===== src/rtl/bus_rx_pkg.sv =====
// Shared types and constants for the tri-state select bus receiver.
package bus_rx_pkg;

    typedef enum logic [1:0] {
        IDLE   = 2'd0,
        SETTLE = 2'd1,
        HOLD   = 2'd2
    } rx_state_t;

    localparam logic CH_A = 1'b0;
    localparam logic CH_B = 1'b1;

    localparam int unsigned SETTLE_MIN = 1;
    localparam int unsigned SETTLE_MAX = 15;
    localparam int unsigned SETTLE_CNT_W = 4;

endpackage


===== src/rtl/bus_rx_fifo.sv =====
// Per-channel FIFO with a registered head and same-edge push-through-pop when full.
module bus_rx_fifo
    import bus_rx_pkg::*;
#(
    parameter int unsigned WIDTH = 8,
    parameter int unsigned DEPTH = 2
) (
    input  logic             clk,
    input  logic             rst,
    input  logic             push,
    input  logic [0:WIDTH-1] push_data,
    input  logic             pop,
    output logic [0:WIDTH-1] head_data,
    output logic             valid,
    output logic             full,
    output logic             ovf_set
);

    localparam int unsigned PTR_W = (DEPTH > 1) ? $clog2(DEPTH) : 1;
    localparam int unsigned CNT_W = PTR_W + 1;

    logic [0:WIDTH-1] r_mem [DEPTH];
    logic [PTR_W-1:0] r_wp;
    logic [PTR_W-1:0] r_rp;
    logic [CNT_W-1:0] r_cnt;
    logic [0:WIDTH-1] r_head;
    logic             r_valid;
    logic             r_full;

    logic             w_do_pop;
    logic             w_do_push;
    logic [PTR_W-1:0] w_rp_nxt;
    logic [CNT_W-1:0] w_rem;
    logic [CNT_W-1:0] w_cnt_nxt;

    // A full FIFO still accepts a push when the same edge pops it.
    always_comb begin
        w_do_pop  = pop && r_valid;
        w_do_push = push && (!r_full || w_do_pop);
        w_rp_nxt  = w_do_pop ? r_rp + PTR_W'(1) : r_rp;
        w_rem     = w_do_pop ? r_cnt - CNT_W'(1) : r_cnt;
        w_cnt_nxt = w_do_push ? w_rem + CNT_W'(1) : w_rem;
    end

    always_ff @(posedge clk) begin
        if (w_do_push) begin
            r_mem[r_wp] <= push_data;
        end
    end

    // Head is refreshed only on pop or on a push into an (effectively) empty FIFO.
    always_ff @(posedge clk or posedge rst) begin
        if (rst) begin
            r_wp    <= '0;
            r_rp    <= '0;
            r_cnt   <= '0;
            r_head  <= '0;
            r_valid <= 1'b0;
            r_full  <= 1'b0;
        end else begin
            if (w_do_push) begin
                r_wp <= r_wp + PTR_W'(1);
            end
            r_rp    <= w_rp_nxt;
            r_cnt   <= w_cnt_nxt;
            r_valid <= (w_cnt_nxt != '0);
            r_full  <= (w_cnt_nxt == CNT_W'(DEPTH));
            if (w_do_push && (w_rem == '0)) begin
                r_head <= push_data;
            end else if (w_do_pop) begin
                r_head <= r_mem[w_rp_nxt];
            end
        end
    end

    assign head_data = r_head;
    assign valid     = r_valid;
    assign full      = r_full;
    assign ovf_set   = push && !w_do_push;

endmodule


===== src/rtl/bus_demux_rx.sv =====
// Samples the shared select bus, qualifies each enabled interval with a settle
// filter and steers one captured byte per interval into channel A or B.
module bus_demux_rx
    import bus_rx_pkg::*;
#(
    parameter int unsigned WIDTH         = 8,
    parameter int unsigned SETTLE_CYCLES = 2,
    parameter int unsigned DEPTH         = 2
) (
    input  logic             clk,
    input  logic             rst,
    input  logic [0:WIDTH-1] bus_data,
    input  logic             bus_sel,
    input  logic             bus_en,
    output logic [0:WIDTH-1] a_data,
    output logic             a_valid,
    input  logic             a_ready,
    output logic [0:WIDTH-1] b_data,
    output logic             b_valid,
    input  logic             b_ready,
    output logic             ovf_a,
    output logic             ovf_b,
    input  logic             ovf_clr
);

    if (SETTLE_CYCLES < SETTLE_MIN || SETTLE_CYCLES > SETTLE_MAX) begin : g_bad_settle
        $error("bus_demux_rx: SETTLE_CYCLES out of range");
    end
    if (DEPTH < 2 || (DEPTH & (DEPTH - 1)) != 0) begin : g_bad_depth
        $error("bus_demux_rx: DEPTH must be a power of 2, at least 2");
    end

    localparam logic [SETTLE_CNT_W-1:0] SETTLE_N = SETTLE_CNT_W'(SETTLE_CYCLES);

    rx_state_t               r_state;
    rx_state_t               w_state_nxt;
    logic [SETTLE_CNT_W-1:0] r_cnt;
    logic [SETTLE_CNT_W-1:0] w_cnt_nxt;
    logic                    r_snap_sel;
    logic                    w_snap_sel_nxt;
    logic [0:WIDTH-1]        r_snap_data;
    logic [0:WIDTH-1]        w_snap_data_nxt;

    logic                    w_push;
    logic                    w_push_sel;
    logic [0:WIDTH-1]        w_push_data;
    logic                    w_ovf_set_a;
    logic                    w_ovf_set_b;
    logic                    w_full_a;
    logic                    w_full_b;
    logic                    w_unused;
    logic                    r_ovf_a;
    logic                    r_ovf_b;

    always_ff @(posedge clk or posedge rst) begin
        if (rst) begin
            r_state     <= IDLE;
            r_cnt       <= '0;
            r_snap_sel  <= 1'b0;
            r_snap_data <= '0;
        end else begin
            r_state     <= w_state_nxt;
            r_cnt       <= w_cnt_nxt;
            r_snap_sel  <= w_snap_sel_nxt;
            r_snap_data <= w_snap_data_nxt;
        end
    end

    // bus_en is always tested first so floating data never reaches a compare.
    always_comb begin
        w_state_nxt     = r_state;
        w_cnt_nxt       = r_cnt;
        w_snap_sel_nxt  = r_snap_sel;
        w_snap_data_nxt = r_snap_data;
        w_push          = 1'b0;
        w_push_sel      = r_snap_sel;
        w_push_data     = r_snap_data;
        case (r_state)
            IDLE: begin
                if (bus_en) begin
                    w_snap_sel_nxt  = bus_sel;
                    w_snap_data_nxt = bus_data;
                    w_cnt_nxt       = SETTLE_CNT_W'(1);
                    if (SETTLE_N == SETTLE_CNT_W'(1)) begin
                        w_push      = 1'b1;
                        w_push_sel  = bus_sel;
                        w_push_data = bus_data;
                        w_state_nxt = HOLD;
                    end else begin
                        w_state_nxt = SETTLE;
                    end
                end
            end
            SETTLE: begin
                if (!bus_en) begin
                    w_state_nxt = IDLE;
                end else if ({bus_sel, bus_data} != {r_snap_sel, r_snap_data}) begin
                    w_snap_sel_nxt  = bus_sel;
                    w_snap_data_nxt = bus_data;
                    w_cnt_nxt       = SETTLE_CNT_W'(1);
                end else begin
                    w_cnt_nxt = r_cnt + SETTLE_CNT_W'(1);
                    if (r_cnt + SETTLE_CNT_W'(1) == SETTLE_N) begin
                        w_push      = 1'b1;
                        w_state_nxt = HOLD;
                    end
                end
            end
            HOLD: begin
                if (!bus_en) begin
                    w_state_nxt = IDLE;
                end
            end
            default: w_state_nxt = IDLE;
        endcase
    end

    bus_rx_fifo #(.WIDTH(WIDTH), .DEPTH(DEPTH)) u_fifo_a (
        .clk       (clk),
        .rst       (rst),
        .push      (w_push && (w_push_sel == CH_A)),
        .push_data (w_push_data),
        .pop       (a_ready),
        .head_data (a_data),
        .valid     (a_valid),
        .full      (w_full_a),
        .ovf_set   (w_ovf_set_a)
    );

    bus_rx_fifo #(.WIDTH(WIDTH), .DEPTH(DEPTH)) u_fifo_b (
        .clk       (clk),
        .rst       (rst),
        .push      (w_push && (w_push_sel == CH_B)),
        .push_data (w_push_data),
        .pop       (b_ready),
        .head_data (b_data),
        .valid     (b_valid),
        .full      (w_full_b),
        .ovf_set   (w_ovf_set_b)
    );

    assign w_unused = w_full_a ^ w_full_b;

    // A new overflow wins over a simultaneous clear.
    always_ff @(posedge clk or posedge rst) begin
        if (rst) begin
            r_ovf_a <= 1'b0;
            r_ovf_b <= 1'b0;
        end else begin
            r_ovf_a <= w_ovf_set_a | (r_ovf_a & ~ovf_clr);
            r_ovf_b <= w_ovf_set_b | (r_ovf_b & ~ovf_clr);
        end
    end

    assign ovf_a = r_ovf_a;
    assign ovf_b = r_ovf_b;

endmodule


===== config.mk =====
export PLATFORM = sky130hd
export DESIGN_NAME = bus_demux_rx
export DESIGN_NICKNAME = d
export VERILOG_FILES = /design/src/rtl/bus_rx_pkg.sv /design/src/rtl/bus_rx_fifo.sv /design/src/rtl/bus_demux_rx.sv
export SDC_FILE = /design/constraint.sdc
export NUM_CORES = 1
export LEC_CHECK = 0
export BUFFER_PORTS_ARGS = -buffer_cell sky130_fd_sc_hd__buf_2
export CORE_UTILIZATION = 46
export DETAILED_ROUTE_END_ITERATION = 10
export GPL_TIMING_DRIVEN = 0
export PLACE_DENSITY = 0.76
export SLEW_MARGIN = 20
export SYNTH_ARGS = -nofsm -noshare
export SYNTH_HDL_FRONTEND = slang
export SYNTH_SLANG_ARGS = --single-unit

===== constraint.sdc =====
create_clock -name clk -period 2.7 [get_ports clk]
set_input_delay 0.27 -clock clk [delete_from_list [all_inputs] [get_ports clk]]
set_output_delay 0.27 -clock clk [all_outputs]
set_load 0.01 [all_outputs]

==> results.tsv <==
stage	metric	value	unit
run_status	status	finished, final reports clean	
critical_path	Worst setup EP type	register	
synth	multiplexer area fraction after synthesis	0.0947	
placed_design	I/O Buffers	34	
synth	xor and xnor fraction of the mapped netlist area	0.0497	
synth	Synth top cells by count	dfrtp_1 (45), nand2_1 (45), edfxtp_1 (32)	
synth	Mapped Nets	315	
sta	setup ws final	0.157	ns
synth	top cells by area, synth	dfrtp_1 (32%), edfxtp_1 (27%), mux2i_1 (6.6%)	
hold_path	Min-Delay Path Class	in2reg	
grt	largest net degree at the start of global routing	33	
floorplan	I/O pin count	35	
pwr	leak pwr	0.00180	uW
clock_tree	Reg clk slew, reported paths	0.07	ns
synth	main combinational cell family by area after synthesis	simple AND/OR/NAND/NOR gates	
route	total number of vias	2372	
grt	vias in the first global route	2311	
clock_tree	Root Driver	clkbuf_8	
critical_path	CP Cell Sequence	xnor2_1 > nand4_1 > nor3_1 > nand2_1 > nor2_1	
placed_design	Placed Cells	430	
layout	layout cells sized above 1	0.195	
synth	Synth cell types	40	
sta	slew of the pin with the lowest slew margin	0.748	ns
layout	post-layout util	0.551	
sta	Setup TNS	0	ns
clock_tree	Worst-Skew Late Latency	0.35	ns
floorplan	Initial Utilization	0.480	
critical_path	Critical Path RT	2.67	ns
sta	endpoints failing hold	0	
route	initial DRC count	98	
floorplan	Die Ht	89.3	um
critical_path	slowest CP cell	nor2_1	
synth	Syn Inst Count	296	
clock_tree	H-tree Lvls	3	
sta	Max Slew Vio Count	0	
placed_design	DP HPWL	5010	um
clock_tree	CTS buffer count	9	
critical_path	Max Fanout on Critical Path	8	
route	drt first pass iters	4	
synth	Synth Area in Simple Gates	0.146	
synth	post-synth top area cell	dfrtp_1	
floorplan	Core Box Area	0.00729	mm2
critical_path	critical path class	reg2reg	
synth	Synth Warn #	0	
sta	Final Cycle Share	0.942	
pwr	Pwr Total	3500	uW
sta	crit path time final	2.54	ns
grt	total gr overflow	0	
floorplan	Rows	31	
grt	Total GRT Usage	0.193	
grt	initial antenna violation count	0	
route	DRC	0	
layout	Antenna Cells	0	
synth	FF+latch count, synth	77	
pwr	worst vdd ir	292	uV
placed_design	GPL Wtd Cong	0.769	
route	vias per std cell	5.31	
critical_path	CP Launch Type	register	
grt	first-pass GRT wire length	11200	um
flow_run	max-cap violation count	0	
route	Routed Antenna Nets	0	
floorplan	DIE AREA	0.00797	mm2
floorplan	die width	89.3	um
sta	Max Fclk	393	MHz
clock_tree	CTS Sinks	77	
synth	ys flop type	dfrtp_1	
synth	compound-gate portion of the synthesized area	0.0743	
layout	NumNets Final	362	
clock_tree	CTS tree	built	
pwr	Cell Pwr Density	870	mW/mm2
sta	endpoints failing setup	0	
critical_path	Max stage delay on crit path	0.59	ns
critical_path	critical path data arrival time	2.52	ns
synth	Post-synth EDFFs	32	
synth	Syn Area/Cell	11.8	um2
layout	non-filler cells, final	447	
sta	Worst slew margin	0.499	
clock_tree	CTS Buffer Depth	2	
synth	Post-Synth Adder-Cell Area	0.0143	
route	Routed WL per cell	16.2	um
placed_design	worst slack, placed	0.145	ns
synth	Post-synth ARST share	0.584	
sta	Max Clock Skew	0.0114	ns
synth	synthesized area	0.00350	mm2
route	drt total wl	7250	um
synth	register area share after synthesis	0.596	
layout	Area Growth Syn to Fin	14.8	%
synth	Synth top area share	0.322	
## layer usage
metal | vias to the layer above | share of wire | track usage | wire [um]
li1 | 1127 | - | - | -
met4 | 0 | 0.014 | 0.0722 | 99
met5 | - | 0 | 0 | 0
met2 | 52 | 0.51 | 0.329 | 3680
met1 | 1182 | 0.45 | 0.239 | 3230
met3 | 11 | 0.033 | 0.0452 | 236
## cell families (layout without fill, tap and decap cells)
family / Yosys count / after routing
AO/OA/AOI/OAI: 42 / 42
XOR/XNOR: 19 / 19
adder cells (fa/ha/maj): 4 / 4
buffers and inverters: 21 / 73
flip-flops: 77 / 77
multiplexers: 32 / 32
AND/OR/NAND/NOR: 101 / 101
## worst paths after layout
path	startpoint	endpoint	slack, ns	depth (start not counted)
max in group asynchronous	rst	u_fifo_b.r_wp	1.78	4
setup / recovery	r_snap_data[3]	u_fifo_b.r_mem[0][4]	0.16	5
setup reg to reg	r_snap_data[3]	u_fifo_b.r_mem[0][4]	0.16	5
min in group asynchronous	rst	u_fifo_a.head_data[1]	0.43	3
hold / removal	bus_data[3]	r_snap_data[3]	0.16	3
hold reg to reg	u_fifo_a.r_wp	u_fifo_a.r_wp	0.50	1
## state kept, by name, indices dropped and copies added (netlist names)
register / count
u_fifo_a.r_mem: 16
r_snap_sel: 1
u_fifo_a.r_wp: 1
u_fifo_b.full: 1
u_fifo_a.full: 1
u_fifo_b.r_rp: 1
u_fifo_a.valid: 1
u_fifo_b.r_cnt: 2
u_fifo_b.valid: 1
r_cnt: 4
u_fifo_b.head_data: 8
ovf_b: 1
u_fifo_b.r_mem: 16
u_fifo_a.r_cnt: 2
u_fifo_a.head_data: 8
u_fifo_b.r_wp: 1
r_state: 2
r_snap_data: 8
u_fifo_a.r_rp: 1
ovf_a: 1
## report_power, final
group          total, uW  internal, uW  switching (uW)
Clock                854           453             400
Sequential          1560          1430             130
Combinational       1080           488             595
Total               3500          2370            1130
## stage by stage
step	instance area [um2]	hold WS [ns]
2_1_floorplan	3500	0.375
3_3_place_gp	3800	0.471
3_5_place_dp	3820	0.249
4_1_cts	4010	0.144
5_1_grt	4020	0.162
6_report	4020	0.157
## layout make-up
| cell class | instances | area (um2) |
|---|---|---|
| buffer | 13 | 58.8 |
| clock buffer | 14 | 153 |
| clock inverter | 2 | 35.0 |
| fill | 653 | 3270 |
| inverter | 8 | 30.0 |
| multi-input combinational | 198 | 1330 |
| sequential | 77 | 2090 |
| tap | 99 | 124 |
| timing repair buffer | 36 | 200 |
## critical path, delay by kind of cell (launching register included)
family,cells,cell delay [ns]
XOR/XNOR,1,0.33
flip-flops,1,0.47
AND/OR/NAND/NOR,4,1.37
## placed cells by master, fill, tap and decap left out, types with 7 or more instances in the layout
cell type	count
a21oi_1	18
a21o_1	9
dfrtp_1	45
o21ai_0	9
clkbuf_1	14
inv_1	7
buf_2	36
xnor2_1	17
edfxtp_1	32
nor2_1	21
mux2_2	9
nand2_1	45
clkbuf_8	10
mux2i_1	23
## repair_timing
item                                    4_1_cts  5_1_grt
setup buffers                                 0        0
hold buffers                                  1        0
endpoints found under the setup margin        0        8
hold endpoints to repair                     13        0
resized for setup                             0        1
(Power assumes the default switching activity.)
